===== src/rtl/excp_irq_ctrl_pkg.sv =====
// Shared constants and FSM state type for the machine-level interrupt controller.
package excp_irq_ctrl_pkg;

    localparam int unsigned DEF_XLEN       = 32;
    localparam int unsigned DEF_CAUSE_BASE = 16;

    typedef enum logic [1:0] {
        IRQ_ST_IDLE = 2'd0,
        IRQ_ST_REQ  = 2'd1,
        IRQ_ST_ISR  = 2'd2
    } irq_state_e;

endpackage


===== src/rtl/excp_irq_ctrl_prio_enc.sv =====
// Fixed-priority encoder: lowest-index set bit of the eligible vector wins.
module excp_irq_prio_enc #(
    parameter int unsigned NUM_IRQ = 8
) (
    input  logic [NUM_IRQ-1:0]         eligible,
    output logic                       valid,
    output logic [$clog2(NUM_IRQ)-1:0] index,
    output logic [NUM_IRQ-1:0]         grant
);

    localparam int unsigned IDX_W = $clog2(NUM_IRQ);

    always_comb begin
        valid = |eligible;
        index = '0;
        grant = '0;
        // Scan from the top so the lowest set bit is the last (winning) write.
        for (int unsigned i = NUM_IRQ; i > 0; i--) begin
            if (eligible[i-1]) begin
                index      = IDX_W'(i - 1);
                grant      = '0;
                grant[i-1] = 1'b1;
            end
        end
    end

endmodule


===== src/rtl/excp_irq_ctrl.sv =====
// N-channel interrupt controller: pending latch, enable mask, fixed priority, ack/complete handshake.
// Optional macro EXCP_IRQ_EDGE_EN enables per-channel rising-edge mode via irq_edge.
module excp_irq_ctrl
    import excp_irq_ctrl_pkg::*;
#(
    parameter int unsigned NUM_IRQ    = 8,
    parameter int unsigned XLEN       = DEF_XLEN,
    parameter int unsigned CAUSE_BASE = DEF_CAUSE_BASE
) (
    input  logic               clk,
    input  logic               rst_n,
    input  logic               dbg_mode,
    input  logic [NUM_IRQ-1:0] irq_in,
    input  logic [NUM_IRQ-1:0] irq_en,
    input  logic [NUM_IRQ-1:0] irq_edge,
    input  logic               status_mie_r,
    input  logic               irq_i_wfi_flag_r,
    input  logic               irq_i_ack,
    input  logic               irq_i_cmpl,
    output logic               irq_o_irq_req,
    output logic [XLEN-1:0]    irq_o_irq_cause,
    output logic               irq_o_wfi_irq_req,
    output logic               irq_o_irq_req_active,
    output logic [NUM_IRQ-1:0] irq_o_pend,
    output logic [NUM_IRQ-1:0] irq_o_in_service
);

    localparam int unsigned IDX_W = $clog2(NUM_IRQ);

    irq_state_e         state_q, state_d;
    logic [NUM_IRQ-1:0] pend_q, pend_d;
    logic [NUM_IRQ-1:0] frozen_q, frozen_d;
    logic [NUM_IRQ-1:0] in_service_q, in_service_d;
    logic               req_q, req_d;
    logic [XLEN-1:0]    cause_q, cause_d;
    logic               mie_d_q;

    logic [NUM_IRQ-1:0] eligible;
    logic               sel_valid;
    logic [IDX_W-1:0]   sel_index;
    logic [NUM_IRQ-1:0] sel_grant;
    logic               mie_w2;
    logic               ack_take;
    logic               req_cond;

    assign eligible = pend_q & irq_en & ~in_service_q;
    assign mie_w2   = status_mie_r | mie_d_q;
    assign ack_take = (state_q == IRQ_ST_REQ) & irq_i_ack;
    assign req_cond = ~dbg_mode & mie_w2 & sel_valid & (state_q != IRQ_ST_ISR);

    excp_irq_prio_enc #(
        .NUM_IRQ(NUM_IRQ)
    ) u_prio_enc (
        .eligible(eligible),
        .valid   (sel_valid),
        .index   (sel_index),
        .grant   (sel_grant)
    );

`ifdef EXCP_IRQ_EDGE_EN
    logic [NUM_IRQ-1:0] prev_q;

    always_ff @(posedge clk or negedge rst_n) begin
        if (!rst_n) prev_q <= '0;
        else        prev_q <= irq_in;
    end

    // Edge set wins over the ack clear of the presented channel.
    always_comb begin
        pend_d = (~irq_edge & irq_in)
               | (irq_edge & irq_in & ~prev_q)
               | (irq_edge & pend_q & ~({NUM_IRQ{ack_take}} & frozen_q));
    end
`else
    logic unused_edge;
    assign unused_edge = ^irq_edge;

    always_comb begin
        pend_d = irq_in;
    end
`endif

    always_ff @(posedge clk or negedge rst_n) begin
        if (!rst_n) begin
            state_q      <= IRQ_ST_IDLE;
            pend_q       <= '0;
            frozen_q     <= '0;
            in_service_q <= '0;
            req_q        <= 1'b0;
            cause_q      <= '0;
            mie_d_q      <= 1'b0;
        end else begin
            state_q      <= state_d;
            pend_q       <= pend_d;
            frozen_q     <= frozen_d;
            in_service_q <= in_service_d;
            req_q        <= req_d;
            cause_q      <= cause_d;
            mie_d_q      <= status_mie_r;
        end
    end

    always_comb begin
        state_d      = state_q;
        frozen_d     = frozen_q;
        in_service_d = in_service_q;
        req_d        = req_q;
        cause_d      = cause_q;
        case (state_q)
            IRQ_ST_IDLE: begin
                if (req_cond) begin
                    state_d  = IRQ_ST_REQ;
                    req_d    = 1'b1;
                    frozen_d = sel_grant;
                    cause_d  = {1'b1, (XLEN-1)'(CAUSE_BASE + 32'(sel_index))};
                end
            end
            IRQ_ST_REQ: begin
                if (irq_i_ack) begin
                    state_d      = IRQ_ST_ISR;
                    req_d        = 1'b0;
                    in_service_d = frozen_q;
                end else if (~|(eligible & frozen_q) | dbg_mode | ~mie_w2) begin
                    state_d  = IRQ_ST_IDLE;
                    req_d    = 1'b0;
                    cause_d  = '0;
                    frozen_d = '0;
                end
            end
            IRQ_ST_ISR: begin
                if (irq_i_cmpl) begin
                    state_d      = IRQ_ST_IDLE;
                    in_service_d = '0;
                    frozen_d     = '0;
                end
            end
            default: state_d = IRQ_ST_IDLE;
        endcase
    end

    assign irq_o_irq_req        = req_q;
    assign irq_o_irq_cause      = cause_q;
    assign irq_o_pend           = pend_q;
    assign irq_o_in_service     = in_service_q;
    assign irq_o_wfi_irq_req    = ~dbg_mode & |(pend_q & irq_en);
    assign irq_o_irq_req_active = irq_i_wfi_flag_r ? irq_o_wfi_irq_req : req_q;

endmodule

===== config.mk =====
export PLATFORM = sky130hd
export DESIGN_NAME = excp_irq_ctrl
export DESIGN_NICKNAME = d
export VERILOG_FILES = /design/src/rtl/excp_irq_ctrl_pkg.sv /design/src/rtl/excp_irq_ctrl_prio_enc.sv /design/src/rtl/excp_irq_ctrl.sv
export SDC_FILE = /design/constraint.sdc
export NUM_CORES = 1
export LEC_CHECK = 0
export CAP_MARGIN = 20
export CORE_UTILIZATION = 43
export CTS_BUF_LIST = sky130_fd_sc_hd__clkbuf_16
export DETAILED_ROUTE_END_ITERATION = 12
export PLACE_DENSITY = 0.8
export SLEW_MARGIN = 25
export SYNTH_ARGS = -nofsm -noshare
export SYNTH_HDL_FRONTEND = slang
export SYNTH_SLANG_ARGS = --single-unit

===== constraint.sdc =====
create_clock -name clk -period 2.55 [get_ports clk]
set_clock_uncertainty 0.15 [all_clocks]
set_input_delay 0.51 -clock clk [delete_from_list [all_inputs] [get_ports clk]]
set_output_delay 0.51 -clock clk [all_outputs]
set_load 0.01 [all_outputs]

# --- Word-level counts from Yosys, hierarchy flattened ---
# Cells that the tools add are included.
totals:
  regBits: 60
  latchBits: 0
  ram_bits: 0
  romBits: 0
  in_bits: 31
  output_inout_bits: 51
  elab_cells: 80
  n_memories: 0
classes:
  n_addsub: 1
  multipliers: 0
  n_div: 0
  n_lt_le_gt_ge: 0
  eq_ne: 9
  shifts: 0
  n_mux: 37
  bitwise_logic: 13
  n_reduce_logical: 13
op_table:
  columns: ["operator", "n"]
  rows:
  - ["8-bit 2-to-1 mux", 13]
  - ["32-bit 2-to-1 mux", 3]
  - ["32-bit one-hot mux with 2 select lines", 1]
  - ["8-bit bitwise AND", 3]
  - ["3-bit 2-to-1 mux", 8]
  - ["8-bit one-hot mux with 3 select lines", 1]
  - ["8-bit OR reduction", 3]
  - ["8-bit one-hot mux with 2 select lines", 1]
  - ["2-bit inequality test (second input constant)", 5]
  - ["3-bit AND reduction", 3]
  - ["2-bit 2-to-1 mux", 4]
  - ["8-bit inverter", 1]
  - ["5-bit by 3-bit adder with 6-bit output (first input constant)", 1]
  - ["2-bit one-hot mux with 3 select lines", 1]
  - ["5-bit AND reduction", 1]
  - ["1-bit bitwise AND", 4]
  - ["1-bit 2-to-1 mux", 4]
  - ["4-bit AND reduction", 1]
  - ["2-bit nonzero test", 2]
  - ["3-bit by 2-bit inequality test with 1-bit output (second input constant)", 1]
  - ["1-bit OR", 3]
  - ["3-bit nonzero test", 1]
  - ["2-bit by 1-bit == test with 1-bit output (second input constant)", 1]
  - ["2-bit == test (second input constant)", 1]
  - ["other kinds (5)", 6]

# --- Depth between registers and ports, before layout ---
logic_depth:
  word_depth: 13
  mapped_depth: 8
  mapped_depth_nobuf: 7

# --- By module ---
# A second synthesis with hierarchy kept.
hier_totals:
  hier_cells: 194
  area_unflattened_um2: 1866.8
by_module_without_submodules:
  columns: ["mod", "instances", "cells_per_inst", "area_per_inst_um2", "seq_area_each_um2"]
  rows:
  - ["excp_irq_ctrl", 1, 171, 1721.7, 800.8]
  - ["excp_irq_prio_enc", 1, 23, 145.1, 0.0]

# --- Least setup slack after synthesis ---
# No wires, ideal clock.
synth_timing:
  kind: "in2out"
  from: "input irq_en[3]"
  to: "output irq_o_irq_req_active"
  arrival_time_ns: 1.454
  t_required_ns: 1.890
  path_slack_ns: 0.436
  path_stages: 4
  n_path_buf: 0
  cell_sequence: "a22o_1 > a221oi_1 > a41oi_1 > mux2_2"
synth_via:
  elab_chain_len: 4
synth_rtl:
  columns: ["element", "line", "text"]
  rows:
  - ["start, declared", "excp_irq_ctrl.sv:14", "input logic [NUM_IRQ-1:0] irq_en,"]
  - ["8-bit bitwise AND", "excp_irq_ctrl.sv:145", "assign irq_o_wfi_irq_req = ~dbg_mode & |(pend_q & irq_en);"]
  - ["8-bit OR reduction", "excp_irq_ctrl.sv:145", null]
  - ["1-bit bitwise AND", "excp_irq_ctrl.sv:145", null]
  - ["net irq_o_wfi_irq_req", "excp_irq_ctrl.sv:22", "output logic irq_o_wfi_irq_req,"]
  - ["1-bit 2-to-1 mux", "excp_irq_ctrl.sv:146", "assign irq_o_irq_req_active = irq_i_wfi_flag_r ? irq_o_wfi_irq_req : req_q;"]
  - ["end, declared", "excp_irq_ctrl.sv:23", "output logic irq_o_irq_req_active,"]
# The timed path passes the listed nets, and every way through them passes these cells.

# --- Final worst setup path ---
layout_timing:
  from: "input irq_en[4]"
  to: "output irq_o_irq_req_active"
layout_via:
  elab_chain_len: 4
layout_rtl:
  columns: ["element", "line"]
  rows:
  - ["8-bit bitwise AND", "excp_irq_ctrl.sv:145"]
  - ["8-bit OR reduction", "excp_irq_ctrl.sv:145"]
  - ["1-bit bitwise AND", "excp_irq_ctrl.sv:145"]
  - ["1-bit 2-to-1 mux", "excp_irq_ctrl.sv:146"]
# Every way passes these cells.

==> impl_results.md <==
- Top post-synthesis cells by area: dfrtp_1, buf_4, nand3b_4, mux2_4, o21ai_0
- Fill count: between 300 and 400
- Final core utilization: ~60%
- DIE AREA: 4850 um2
- Clock tree buffer depth: 2
- Crit path launch: irq_en[4]
- GRT Residual Overflow: 0
- Clock root cell: clkbuf_16
- FP Rows: 24
- DR iter-0 viols: between 100 and 150
- Die W: roughly 70 um
- R2R Path End: frozen_q[6]
- Power Internal: around 1700 uW
- Rel. slew slack: between 40% and 50%
- NetSw: about 930 uW
- Sw Share: between 30% and 40%
- Ratio of cells with drive above 1 in the final layout: ~23%
- Crit path max-delay family: buffers and inverters
- Placed cells: slightly below 300
- CP max stage cell: clkdlybuf4s50_1
- Antenna violations before repair: 0
- Worst path buffer plus inverter count: 2
- Number of synthesized flops with an enable pin: 0
- Reg2reg setup slack: about 0.41 ns
- LEAKAGE: about 0.0013 uW
- Register area share after synthesis: around two fifths
- Outcome: complete, no violations
- Area growth from synthesis to layout: 36.5%
- Nets: approximately 280
- Ys async rst share: 100%
- Worst r2r src: state_q[1]
- Largest net degree at the start of global routing: 33
- Vias in the first global route: ~1600
- Io pins: between 80 and 90
- Worst Reg-to-Reg Cells: 8
- Met3 global-route usage: 6.69%
- WL/cell: 14.7 um
- Crit path kind: primary input to output pin
- Fin cells: roughly 300
- Type of element launching the critical path: primary input
- Cell area after layout: between 2000 and 3000 um2
- Area of the multi-input gates: about 1000 um2
- Reg power frac: between 20 and 30%
- Crit Path Max Fanout: 2
- Hold buffer count at CTS: 0
- Busiest grt layer: met2
- Setup violators final: 0
- Routability cong.: around 0.86
- Slew Limit Fails: 0
- Comb power frac: just over 50%
- Initial core utilization: between 40% and 50%
- Top-area cell type share of the netlist area: around two fifths
- Req. time, crit path: about 1.9 ns
- Post-Synthesis Cells: 179
- Hold Vio Cnt, Final: 0
- Met2 Usage GRT: between 30% and 40%
- Worst-Margin Slew: around 0.78 ns
- CP Depth: 5
- Worst setup EP type: output pin
- # Post-CTS Setup Buffers: 0
- Post-Syn Area: 1970 um2
- Drc violations: 0
- Cell Area, Placed: approximately 2500 um2
- Max-cap viol count: 0
- Gr usage total: around a fifth
- Area leader, netlist: dfrtp_1
- RSZ-0062 raised after global routing: false
- Peak supply drop: ~500 uV
- First-pass GRT wire length: 7310 um
- Commonest non-fill, non-tap cell in the layout: clkdlybuf4s50_1
- Drt pass-1 iters: 4
- CTS Sinks: 32
- Cell chain of the critical path: clkdlybuf4s50_1 > a22oi_2 > a41oi_2 > mux2_4 > buf_2
- Fin crit share: between 90 and 100%
- Sequential Area: between 800 and 900 um2
- Worst Path Arrival: roughly 1.8 ns
- I/O Buffers: 46
- Yosys cell types: 48
- Number of synthesis warnings: 0
- Later-pin clock latency in the skew report: between 0.2 and 0.3 ns
- Clock slew at reported path FFs: roughly 0.050 ns
- Fmax: around 0.4 GHz
- Vias per cell: just over 5
- Final antenna-violating net count: 0
- Antenna diodes: 0
- Met1 GRT Util: 24.6%
- Die height: approximately 70 um
- Via count: between 1500 and 2000
- Power Density: between 900 and 1000 nW/um2
- Largest stage delay on the critical path: approximately 0.45 ns
- Top FF cell, synth: dfrtp_1
- H-Tree Depth: 2
- Core Area: ~4400 um2
- HPWL Detailed: between 3000 and 4000 um
- Most frequent cells in the layout: clkdlybuf4s50_1, dfrtp_1, conb_1
- CTS buffer count: 5
- Fin crit period: about 2.5 ns
- Worst setup path endpoint: irq_o_irq_req_active
- CTS tree: done
- Clock power share: between 20 and 25%
- #FFs+latches synth: 32
- Final wirelength: roughly 4400 um
- Worst min path class: register to register
- Synth Area per Inst: 11.0 um2
==> synthesized netlist by cell type, types with 2 or more instances <==
cell type	count
buf_4	28
clkbuf_1	2
dfrtp_1	32
ha_1	3
inv_1	12
mux2_1	2
mux2_4	6
mux2i_1	4
nand2_1	8
nand3b_4	6
nand4b_1	3
nor2_1	11
nor3_1	5
o21a_1	2
o21ai_0	12
o22ai_1	3
o2bb2ai_1	2
o31ai_1	8
==> cell families after synthesis <==
group                      after synthesis  synth area share [%]
AOI/OAI and AO/OA                       44                  18.1
DFF                                     32                  40.7
muxes                                   13                  8.32
and+or+nand+nor                         42                  16.2
adders and majority gates                3                  1.91
other                                    1                 0.190
buffers and inverters                   44                  14.6
==> state kept, by name (all words and copies together) (netlist names) <==
name,cells
mie_d_q,1
frozen_q,8
irq_o_irq_cause,4
irq_o_irq_req,1
state_q,2
irq_o_pend,8
irq_o_in_service,8
==> routing by layer <==
layer	wire [um]	vias to the layer above
li1	-	731
met1	1910	732
met2	2160	63
met3	289	9
met4	76	0
met5	0	-
==> per-stage QoR <==
stage,TNS [ns],hold slack [ns],setup slack (ns),power (uW)
floorplan,0,0.0644,0.436,1600
global placement,-0.830,0.338,-0.454,2060
detailed placement,-1.06,0.341,-0.524,2090
CTS,0,0.353,0.0268,2650
global route,0,0.374,0.0330,2810
finish,0,0.349,0.0620,2640
==> final cells by class <==
class / instances / share of cell area (%)
timing repair buffer: 69 / 23.7
sequential: 32 / 29.8
clock inverter: 3 / 0.419
inverter: 12 / 1.68
clock buffer: 5 / 4.65
tap: 52 / 2.42
multi-input combinational: 129 / 37.4
==> power by group through the flow <==
| stage | combinational, uW | sequential [uW] | clock [uW] |
|---|---|---|---|
| 3_3_place_gp | 1310 | 757 | 0 |
| 6_report | 1330 | 757 | 546 |
| 4_1_cts | 1330 | 758 | 563 |
| 2_1_floorplan | 818 | 783 | 0 |
| 5_1_grt | 1450 | 777 | 586 |
| 3_5_place_dp | 1320 | 764 | 0 |
==> worst min-delay path by stage <==
stage | slack [ns] | to | depth (start not counted) | start
6_report | 0.35 | irq_o_irq_cause[4] | 1 | irq_o_irq_cause[4]
2_1_floorplan | 0.06 | frozen_q[0] | 0 | rst_n
4_1_cts | 0.35 | irq_o_irq_cause[4] | 1 | irq_o_irq_cause[4]
3_5_place_dp | 0.34 | irq_o_irq_cause[4] | 1 | irq_o_irq_cause[4]
5_1_grt | 0.37 | irq_o_irq_cause[2] | 1 | irq_o_irq_cause[2]
3_3_place_gp | 0.34 | irq_o_irq_cause[0] | 1 | irq_o_irq_cause[0]
==> timing repair <==
action	in CTS	in global routing
gates resized for setup	10	1
pin swaps	2	0
endpoints found under the setup margin	2	1
(Power assumes the default switching activity.)
